===== config.mk =====
export PLATFORM = sky130hd
export DESIGN_NAME = matrix_scroll_sequencer
export DESIGN_NICKNAME = d
export VERILOG_FILES = /design/src/rtl/matrix_scroll_sequencer.sv
export SDC_FILE = /design/constraint.sdc
export NUM_CORES = 1
export LEC_CHECK = 0
export ABC_AREA = 0
export CAP_MARGIN = 15
export CORE_UTILIZATION = 50
export DETAILED_ROUTE_END_ITERATION = 6
export PLACE_DENSITY = 0.74
export SLEW_MARGIN = 20
export SYNTH_ARGS = -nofsm -noshare
export SYNTH_HDL_FRONTEND = slang
export SYNTH_SLANG_ARGS = --single-unit
export TNS_END_PERCENT = 20

===== constraint.sdc =====
create_clock -name clk -period 4.06 [get_ports clk]
set_input_delay 0.609 -clock clk [delete_from_list [all_inputs] [get_ports clk]]
set_output_delay 0.609 -clock clk [all_outputs]
set_load 0.02 [all_outputs]

===== src/rtl/matrix_scroll_sequencer.sv =====
// Scroll sequencer for a digit matrix: buffers digit commands in a 4-deep FIFO and walks
// each digit through eight shifted frames, handshaking every frame with the strip serializer.
//
// state  | meaning
// IDLE   | nothing to show; waits for a buffered digit
// START  | one-clock frame_start pulse to the serializer
// WAIT   | waiting for frame_done, bounded by DONE_TIMEOUT clocks
// GAP    | GAP_CYCLES idle clocks, then next shift or next digit
module matrix_scroll_sequencer #(
  parameter int GAP_CYCLES   = 1000,
  parameter int DONE_TIMEOUT = 4095
) (
  input  logic       clk,
  input  logic       reset_n,
  input  logic       cmd_valid,
  input  logic [3:0] cmd_digit,
  output logic       cmd_ready,
  output logic       frame_start,
  input  logic       frame_done,
  output logic [3:0] cur_digit,
  output logic [3:0] nxt_digit,
  output logic [2:0] shift,
  output logic       first,
  output logic       idle,
  output logic       timeout_err
);

  localparam int TW = (DONE_TIMEOUT > 1) ? $clog2(DONE_TIMEOUT) : 1;
  localparam int GW = (GAP_CYCLES > 1) ? $clog2(GAP_CYCLES) : 1;
  localparam logic [TW-1:0] TO_LAST  = TW'(DONE_TIMEOUT - 1);
  localparam logic [GW-1:0] GAP_LAST = GW'(GAP_CYCLES - 1);

  typedef enum logic [1:0] {
    S_IDLE  = 2'd0,
    S_START = 2'd1,
    S_WAIT  = 2'd2,
    S_GAP   = 2'd3
  } state_t;

  state_t          r_state;
  state_t          w_state_nxt;

  logic [3:0]      r_fifo [4];
  logic [1:0]      r_wr_ptr;
  logic [1:0]      r_rd_ptr;
  logic [2:0]      r_count;
  logic [2:0]      w_count_nxt;
  logic            r_cmd_ready;
  logic            w_push;
  logic            w_pop;
  logic            w_fifo_ne;

  logic [3:0]      r_cur;
  logic [3:0]      r_nxt;
  logic [2:0]      r_shift;
  logic            r_first;
  logic            r_timeout_err;
  logic [TW-1:0]   r_to_cnt;
  logic [GW-1:0]   r_gap_cnt;

  logic            w_to_hit;
  logic            w_gap_hit;
  logic            w_shift_inc;
  logic            w_roll;
  logic            w_set_err;

  assign w_fifo_ne = (r_count != 3'd0);
  assign w_push    = cmd_valid & r_cmd_ready;
  assign w_to_hit  = (r_to_cnt == TO_LAST);
  assign w_gap_hit = (r_gap_cnt == GAP_LAST);

  always_comb begin
    w_count_nxt = r_count;
    case ({w_push, w_pop})
      2'b10:   w_count_nxt = r_count + 3'd1;
      2'b01:   w_count_nxt = r_count - 3'd1;
      default: w_count_nxt = r_count;
    endcase
  end

  // Storage needs no reset: occupancy alone decides what is valid.
  always_ff @(posedge clk) begin
    if (w_push) begin
      r_fifo[r_wr_ptr] <= cmd_digit;
    end
  end

  always_ff @(posedge clk or negedge reset_n) begin
    if (!reset_n) begin
      r_wr_ptr    <= '0;
      r_rd_ptr    <= '0;
      r_count     <= '0;
      r_cmd_ready <= 1'b1;
    end else begin
      if (w_push) r_wr_ptr <= r_wr_ptr + 2'd1;
      if (w_pop)  r_rd_ptr <= r_rd_ptr + 2'd1;
      r_count     <= w_count_nxt;
      r_cmd_ready <= (w_count_nxt != 3'd4);
    end
  end

  always_ff @(posedge clk or negedge reset_n) begin
    if (!reset_n) begin
      r_state <= S_IDLE;
    end else begin
      r_state <= w_state_nxt;
    end
  end

  always_comb begin
    w_state_nxt = r_state;
    w_pop       = 1'b0;
    w_shift_inc = 1'b0;
    w_roll      = 1'b0;
    w_set_err   = 1'b0;
    case (r_state)
      S_IDLE: begin
        if (w_fifo_ne) begin
          w_pop       = 1'b1;
          w_state_nxt = S_START;
        end
      end
      S_START: begin
        w_state_nxt = S_WAIT;
      end
      S_WAIT: begin
        if (frame_done) begin
          w_state_nxt = S_GAP;
        end else if (w_to_hit) begin
          w_set_err   = 1'b1;
          w_state_nxt = S_GAP;
        end
      end
      S_GAP: begin
        if (w_gap_hit) begin
          if (r_shift != 3'd7) begin
            w_shift_inc = 1'b1;
            w_state_nxt = S_START;
          end else begin
            // Digit fully scrolled in; chain straight into the next one if buffered.
            w_roll = 1'b1;
            if (w_fifo_ne) begin
              w_pop       = 1'b1;
              w_state_nxt = S_START;
            end else begin
              w_state_nxt = S_IDLE;
            end
          end
        end
      end
      default: w_state_nxt = S_IDLE;
    endcase
  end

  always_ff @(posedge clk or negedge reset_n) begin
    if (!reset_n) begin
      r_to_cnt  <= '0;
      r_gap_cnt <= '0;
    end else begin
      if (r_state == S_START) begin
        r_to_cnt <= '0;
      end else if ((r_state == S_WAIT) && !w_to_hit) begin
        r_to_cnt <= r_to_cnt + 1'b1;
      end
      if ((r_state != S_GAP) || w_gap_hit) begin
        r_gap_cnt <= '0;
      end else begin
        r_gap_cnt <= r_gap_cnt + 1'b1;
      end
    end
  end

  always_ff @(posedge clk or negedge reset_n) begin
    if (!reset_n) begin
      r_cur         <= '0;
      r_nxt         <= '0;
      r_shift       <= '0;
      r_first       <= 1'b1;
      r_timeout_err <= 1'b0;
    end else begin
      if (w_pop) begin
        r_nxt <= r_fifo[r_rd_ptr];
      end
      if (w_roll) begin
        r_cur   <= r_nxt;
        r_first <= 1'b0;
      end
      if (w_roll || w_pop) begin
        r_shift <= '0;
      end else if (w_shift_inc) begin
        r_shift <= r_shift + 3'd1;
      end
      if (w_set_err) begin
        r_timeout_err <= 1'b1;
      end
    end
  end

  assign cmd_ready   = r_cmd_ready;
  assign frame_start = (r_state == S_START);
  assign idle        = (r_state == S_IDLE);
  assign cur_digit   = r_cur;
  assign nxt_digit   = r_nxt;
  assign shift       = r_shift;
  assign first       = r_first;
  assign timeout_err = r_timeout_err;

endmodule

==> results of run 1 <==
-- cells in the mapped netlist (all sizes together) --
master / number / area share, %
dfrtp: 43 / 37
nor2: 25 / 3.2
edfxtp: 16 / 17
ha: 15 / 6.5
xnor2: 15 / 4.5
inv: 13 / 1.7
nand2: 12 / 1.6
mux2: 10 / 3.9
a21oi: 8 / 1.4
and3: 7 / 1.5
nand3: 6 / 1.0
xor2: 6 / 1.8
nor4: 5 / 1.8
o21ai: 5 / 0.86
or3: 5 / 1.3
mux2i: 4 / 1.4
mux4: 4 / 3.1
nor3: 4 / 0.69
nand4: 3 / 1.2
nor2b: 3 / 0.65
buf: 2 / 0.56
dfstp: 2 / 1.8
nor4b: 2 / 1.0
a211oi: 1 / 0.26
a22oi: 1 / 0.26
a31o: 1 / 0.30
clkbuf: 1 / 0.13
fa: 1 / 0.69
nand4b: 1 / 0.52
nor3b: 1 / 0.26
o21a: 1 / 0.26
o311a: 1 / 0.39
o31ai: 1 / 0.73
o41ai: 1 / 0.95
-- path summary, 6_finish.rpt --
kind	startpoint	slack, ns	depth (start not counted)	end
setup reg to reg	r_gap_cnt[0]	1.06	11	cmd_ready
hold reg to reg	timeout_err	0.47	1	timeout_err
max in group asynchronous	reset_n	3.37	2	cmd_ready
hold / removal	reset_n	0.15	1	shift[2]
setup / recovery	r_gap_cnt[0]	1.06	11	cmd_ready
min in group clk	timeout_err	0.47	1	timeout_err
-- layer usage --
layer,GRT usage (%),vias to the layer above,part of all wire (%)
li1,-,864,-
met3,6.28,7,2.8
met1,24.5,866,48
met2,28.9,21,48
met4,7.41,0,1.8
met5,0,-,0
-- cell families (layout without fill, tap and decap cells) --
logic type / Yosys count / count (layout) / synth area share (%)
adders and majority gates: 16 / 16 / 7.17
and+or+nand+nor: 74 / 74 / 14.7
AOI/OAI and AO/OA: 20 / 20 / 5.40
buffers and inverters: 16 / 53 / 2.38
DFF: 61 / 61 / 55.6
xor gates and xnor gates: 21 / 21 / 6.35
muxes: 18 / 18 / 8.38
-- power groups by stage --
stage / clock (mW) / combinational (mW) / sequential [mW]
2_1_floorplan: 0 / 0.453 / 0.862
3_5_place_dp: 0 / 0.626 / 0.875
6_report: 0.522 / 0.619 / 0.864
3_3_place_gp: 0 / 0.609 / 0.870
5_1_grt: 0.567 / 0.693 / 0.883
4_1_cts: 0.535 / 0.627 / 0.866
-- layout make-up --
cell class / count / area share (%)
flip-flops and latches: 61 / 47.3
multi-input cells: 149 / 35.8
repair buffers: 24 / 7.21
clock buffers: 10 / 3.75
well taps: 72 / 2.65
clock inverters: 6 / 1.91
inverters: 13 / 1.43
-- per-stage QoR --
step                worst slack, ns  power [mW]  cells
floorplan                      1.43        1.32    226
global placement               1.22        1.48    318
detailed placement             1.08        1.50    318
CTS                            1.05        2.03    334
global route                  0.841        2.14    335
finish                         1.06        2.01    335
-- state kept, by name (all words and copies together), names as in the netlist --
name	count
r_state	2
cur_digit	4
r_gap_cnt	10
r_count	3
shift	3
r_wr_ptr	2
r_rd_ptr	2
nxt_digit	4
cmd_ready	1
timeout_err	1
r_fifo	16
first	1
r_to_cnt	12
==> flow_summary.toml, run 1 <==
[logic_synthesis]
ys_ff_latch = 61
synth_cells = 226
syn_nets = 250
synth.distinct_cells = 39
ys_seq_area_share_pct = 55.6
yosys_warnings = 0
avgSynthCellArea_um2 = 12.8
syn-cell-area_um2 = 2900

[global_route]
grt_pass1_wl_um = 8540
grtUsageTotal_pct = 18.7
antenna_found_initial = 0
grt_pass1_vias = 1860
overflow = 0
grt_start_max_net_pins = 46

[pwr]
p_comb_share_pct = 30.9
p_sw_mw = 0.675
peakVddDrop_v = 0.000350
total_leakage_power_nw = 1.42
cellPowerDensity_nw_per_um2 = 589
switching_share_pct = 33.7
power.internal_mw = 1.33
pwr-share-seq_pct = 43.1
clock_power_share_pct = 26.0

[setup_path]
startpoint_type = "flip-flop"
crit_chain = "ha_1 -> nand4b_2 -> nor4_4 -> o21a_1 -> ha_1 -> inv_1 -> fa_1 -> xor2_1 -> nor2_1 -> xor2_1 -> nand2_1"
crit_fanout = 7
path_buf_inv = 1
worstSetupPathType = "flip-flop to flip-flop"
cp_slowest_cell = "nor4_4"
cpPeakStageDelay_ns = 0.46
required_ns = 4.32
cp.arrival_ns = 3.26
crit_path_end_kind = "flip-flop"
path_delay_family = "adder cells"

[route]
post_drt_wl_per_cell_um = 14.3
wl_um = 4790
initialDrtViolationCount = 55
dr_total_vias = 1758
first_pass_iters = 4
vias_per_cell = 5.25
antenna_left = 0
drc = 0

[cts]
tritoncts = "done"
cts_max_level = 3
ctsResizeCount = 0
cts_sinks = 61
root_buffer = "clkbuf_8"
numCtsBuffers = 9
clk_latency_ns = 0.34
cts_hold_buf = 0
clk_pin_slew_worst_paths_ns = 0.07
post_cts_buffers = 0
cts.path.max_buffers = 2

[timing]
fmax_mhz = 333
hold_violations = 0
setup_viol = 0
report.final.slew_viol_count = 0
setup-tns-final_ns = 0
fin_worst_skew_ns = 0.0100
whs_ns = 0.145
tightest_slew_ns = 0.601
fin_crit_sh_pct = 73.9
slew_headroom_pct = 59.6
fin_crit_ns = 3.00
grt_setup_unrepaired = "no"

[placed_design]
placed_cell_area_um2 = 3190
numPortBuffers = 23
hpwl_um = 3400
gp_congestion = 0.725

[floorplanning]
die_area_um2 = 6100
core_um2 = 5540
die_h_um = 78.1
fp.dieW_um = 78.1
rows = 27
pin_count = 24
start_util_pct = 52.3

[layout]
fin_util_pct = 61.4
nets = 282
final_common_cell = "dfrtp_1"
final.fill_count = 449
syn_to_final_growth_pct = 17.5
layout-drive-gt1-share_pct = 16.3
ff_latch_area_um2 = 1610
num_antenna_cells = 0
multiInputGateArea_um2 = 1220
final_cell_area_um2 = 3400
layout.cells.most_common_list = "43 x dfrtp_1, 25 x nor2_1, 22 x clkdlybuf4s50_1"

[worst_hold_path]
hp-class = "input pin to asynchronous set/reset pin"

[flow_run]
maxCapViolations = 0

[run_status]
status = "finished clean"
No activity file was read; power rests on OpenSTA's default activity.
==> run 2: changes to the inputs <==
==> constraint.sdc (replaced) <==
create_clock -name clk -period 2.8 [get_ports clk]
set_input_delay 0.42 -clock clk [delete_from_list [all_inputs] [get_ports clk]]
set_output_delay 0.42 -clock clk [all_outputs]
set_load 0.02 [all_outputs]
==> flow_summary.toml, run 2 (synthesis results as in run 1) <==
[run_status]
status = "finished clean"

[layout]
layout-drive-gt1-share_pct = 18.0
fin_util_pct = 61.4
syn_to_final_growth_pct = 17.6
largest_reg_flops = 16
top_regs = "r_fifo x16, r_to_cnt x12, r_gap_cnt x10"
layout.cells.most_common_list = "43 x dfrtp_1, 25 x nor2_1, 22 x clkdlybuf4s50_1"
layout.cells.non_filler = 338
num_antenna_cells = 0
nets = 285
final.fill_count = 449
regMostFlops = "r_fifo"
final_common_cell = "dfrtp_1"

[route]
dr_total_vias = 1786
initialDrtViolationCount = 76
drc = 0
vias_per_cell = 5.28
antenna_left = 0
post_drt_wl_per_cell_um = 14.5
wl_um = 4920
first_pass_iters = 4

[global_route]
overflow = 0
grt_pass1_vias = 1828
antenna_found_initial = 0
grtUsageTotal_pct = 18.8
grt_pass1_wl_um = 8600
grt_start_max_net_pins = 46

[pwr]
power.internal_mw = 1.86
p_sw_mw = 1.03
clock_power_share_pct = 24.8
pwr-share-seq_pct = 43.3
peakVddDrop_v = 0.000398
switching_share_pct = 35.5
total_leakage_power_nw = 1.43
cellPowerDensity_nw_per_um2 = 849
p_comb_share_pct = 31.9

[floorplanning]
start_util_pct = 52.3
pin_count = 24
rows = 27
die_h_um = 78.1
core_um2 = 5540
die_area_um2 = 6100
fp.dieW_um = 78.1

[flow_run]
maxCapViolations = 0

[cts]
cts_sinks = 61
cts_max_level = 3
post_cts_buffers = 0
cts_hold_buf = 0
root_buffer = "clkbuf_8"
clk_pin_slew_worst_paths_ns = 0.08
ctsResizeCount = 0
clk_latency_ns = 0.34
cts.path.max_buffers = 2
numCtsBuffers = 9
tritoncts = "done"

[timing]
tightest_slew_ns = 0.565
setup_viol = 0
fin_worst_skew_ns = 0.00560
fmax_mhz = 391
grt_setup_unrepaired = "no"
fin_crit_sh_pct = 91.4
fin_crit_ns = 2.56
hold_violations = 0
setup_ws_ns = 0.241
setup-tns-final_ns = 0
report.final.slew_viol_count = 0
slew_headroom_pct = 62.3

[setup_path]
ff2ff_path_depth = 11
cp.arrival_ns = 2.83
crit_chain = "ha_1 -> nand4b_2 -> nor4_4 -> o21a_1 -> ha_1 -> inv_1 -> fa_1 -> xor2_1 -> nor2_1 -> xor2_1 -> nand2_1"
crit_path_end_kind = "flip-flop"
startpoint_type = "flip-flop"
required_ns = 3.07
cp_slowest_cell = "dfrtp_1"
crit_fanout = 4
worstSetupPathType = "flip-flop to flip-flop"
cpPeakStageDelay_ns = 0.39

[worst_hold_path]
hp-class = "input pin to asynchronous set/reset pin"

[placed_design]
pre_cts_ws_ns = 0.229
numPortBuffers = 23
dp.cells = 322
hpwl_um = 3450
gp_congestion = 0.763
==> run 2: changes by cell type in the layout (fill, tap and decap cells not counted), sizes merged <==
cell | previous run | this run
clkinv | 2 | 1
buf | 2 | 5
inv | 13 | 16
bufinv | 1 | 0
clkbuf | 10 | 9
==> run 2: worst paths after layout <==
| path | start | to | slack, ns |
|---|---|---|---|
| worst min-delay path | reset_n | r_gap_cnt[7] | 0.06 |
| worst min register to register | r_gap_cnt[0] | r_gap_cnt[0] | 0.48 |
| min in group clk | r_gap_cnt[0] | r_gap_cnt[0] | 0.48 |
| max in group asynchronous | reset_n | r_to_cnt[6] | 2.34 |
| worst max register to register | r_gap_cnt[0] | cmd_ready | 0.24 |
| worst max-delay path | r_gap_cnt[0] | cmd_ready | 0.24 |
==> run 2: area by class of cell <==
cell class              instances  area [um2]  share of cell area [%]
clock buffers                   9         124                    3.64
clock inverters                 7        57.6                    1.69
well taps                      72        90.1                    2.65
repair buffers                 27         258                    7.57
flip-flops and latches         61        1610                    47.3
multi-input cells             149        1220                    35.8
inverters                      13        48.8                    1.43
==> run 2: worst max-delay path: cells and delay by family, from the launching register on <==
| family | cells | cell delay [ns] |
|---|---|---|
| adder cells (fa/ha/maj) | 3 | 0.81 |
| AND/OR/NAND/NOR | 4 | 0.69 |
| AO/OA/AOI/OAI | 1 | 0.19 |
| XOR/XNOR | 2 | 0.36 |
| buffers and inverters | 1 | 0.06 |
| flip-flops | 1 | 0.39 |
==> run 2: metal layers <==
metal | global-route usage, % | vias up | part of all wire, %
li1 | - | 868 | -
met1 | 24.4 | 883 | 48
met2 | 29.4 | 26 | 47
met3 | 6.74 | 9 | 3.7
met4 | 6.11 | 0 | 1.1
met5 | 0 | - | 0
==> run 2: power groups by stage <==
stage                     Combinational, mW  Clock (mW)  Sequential, mW
after floorplan                       0.657           0            1.25
after global placement                0.895           0            1.26
after detailed placement              0.922           0            1.27
after CTS                             0.927       0.732            1.26
after global routing                   1.04       0.770            1.28
final                                 0.921       0.717            1.25
==> run 2: stage by stage <==
stage / hold slack (ns) / total power, mW / cell area, um2
2_1_floorplan: 0.124 / 1.91 / 2900
3_3_place_gp: 0.462 / 2.16 / 3220
3_5_place_dp: 0.471 / 2.19 / 3220
4_1_cts: 0.256 / 2.92 / 3400
5_1_grt: 0.0947 / 3.09 / 3400
6_report: 0.0617 / 2.89 / 3400
==> run 3: changes to the inputs <==
--- a/config.mk
+++ b/config.mk
@@ -5,9 +5,9 @@
 export SDC_FILE = /design/constraint.sdc
 export NUM_CORES = 1
 export LEC_CHECK = 0
-export ABC_AREA = 0
 export CAP_MARGIN = 15
 export CORE_UTILIZATION = 50
+export CTS_CLUSTER_SIZE = 25
 export DETAILED_ROUTE_END_ITERATION = 6
 export PLACE_DENSITY = 0.74
 export SLEW_MARGIN = 20
==> results of run 3 <==
Final layout, timing and power as in run 2 (identical DEF).
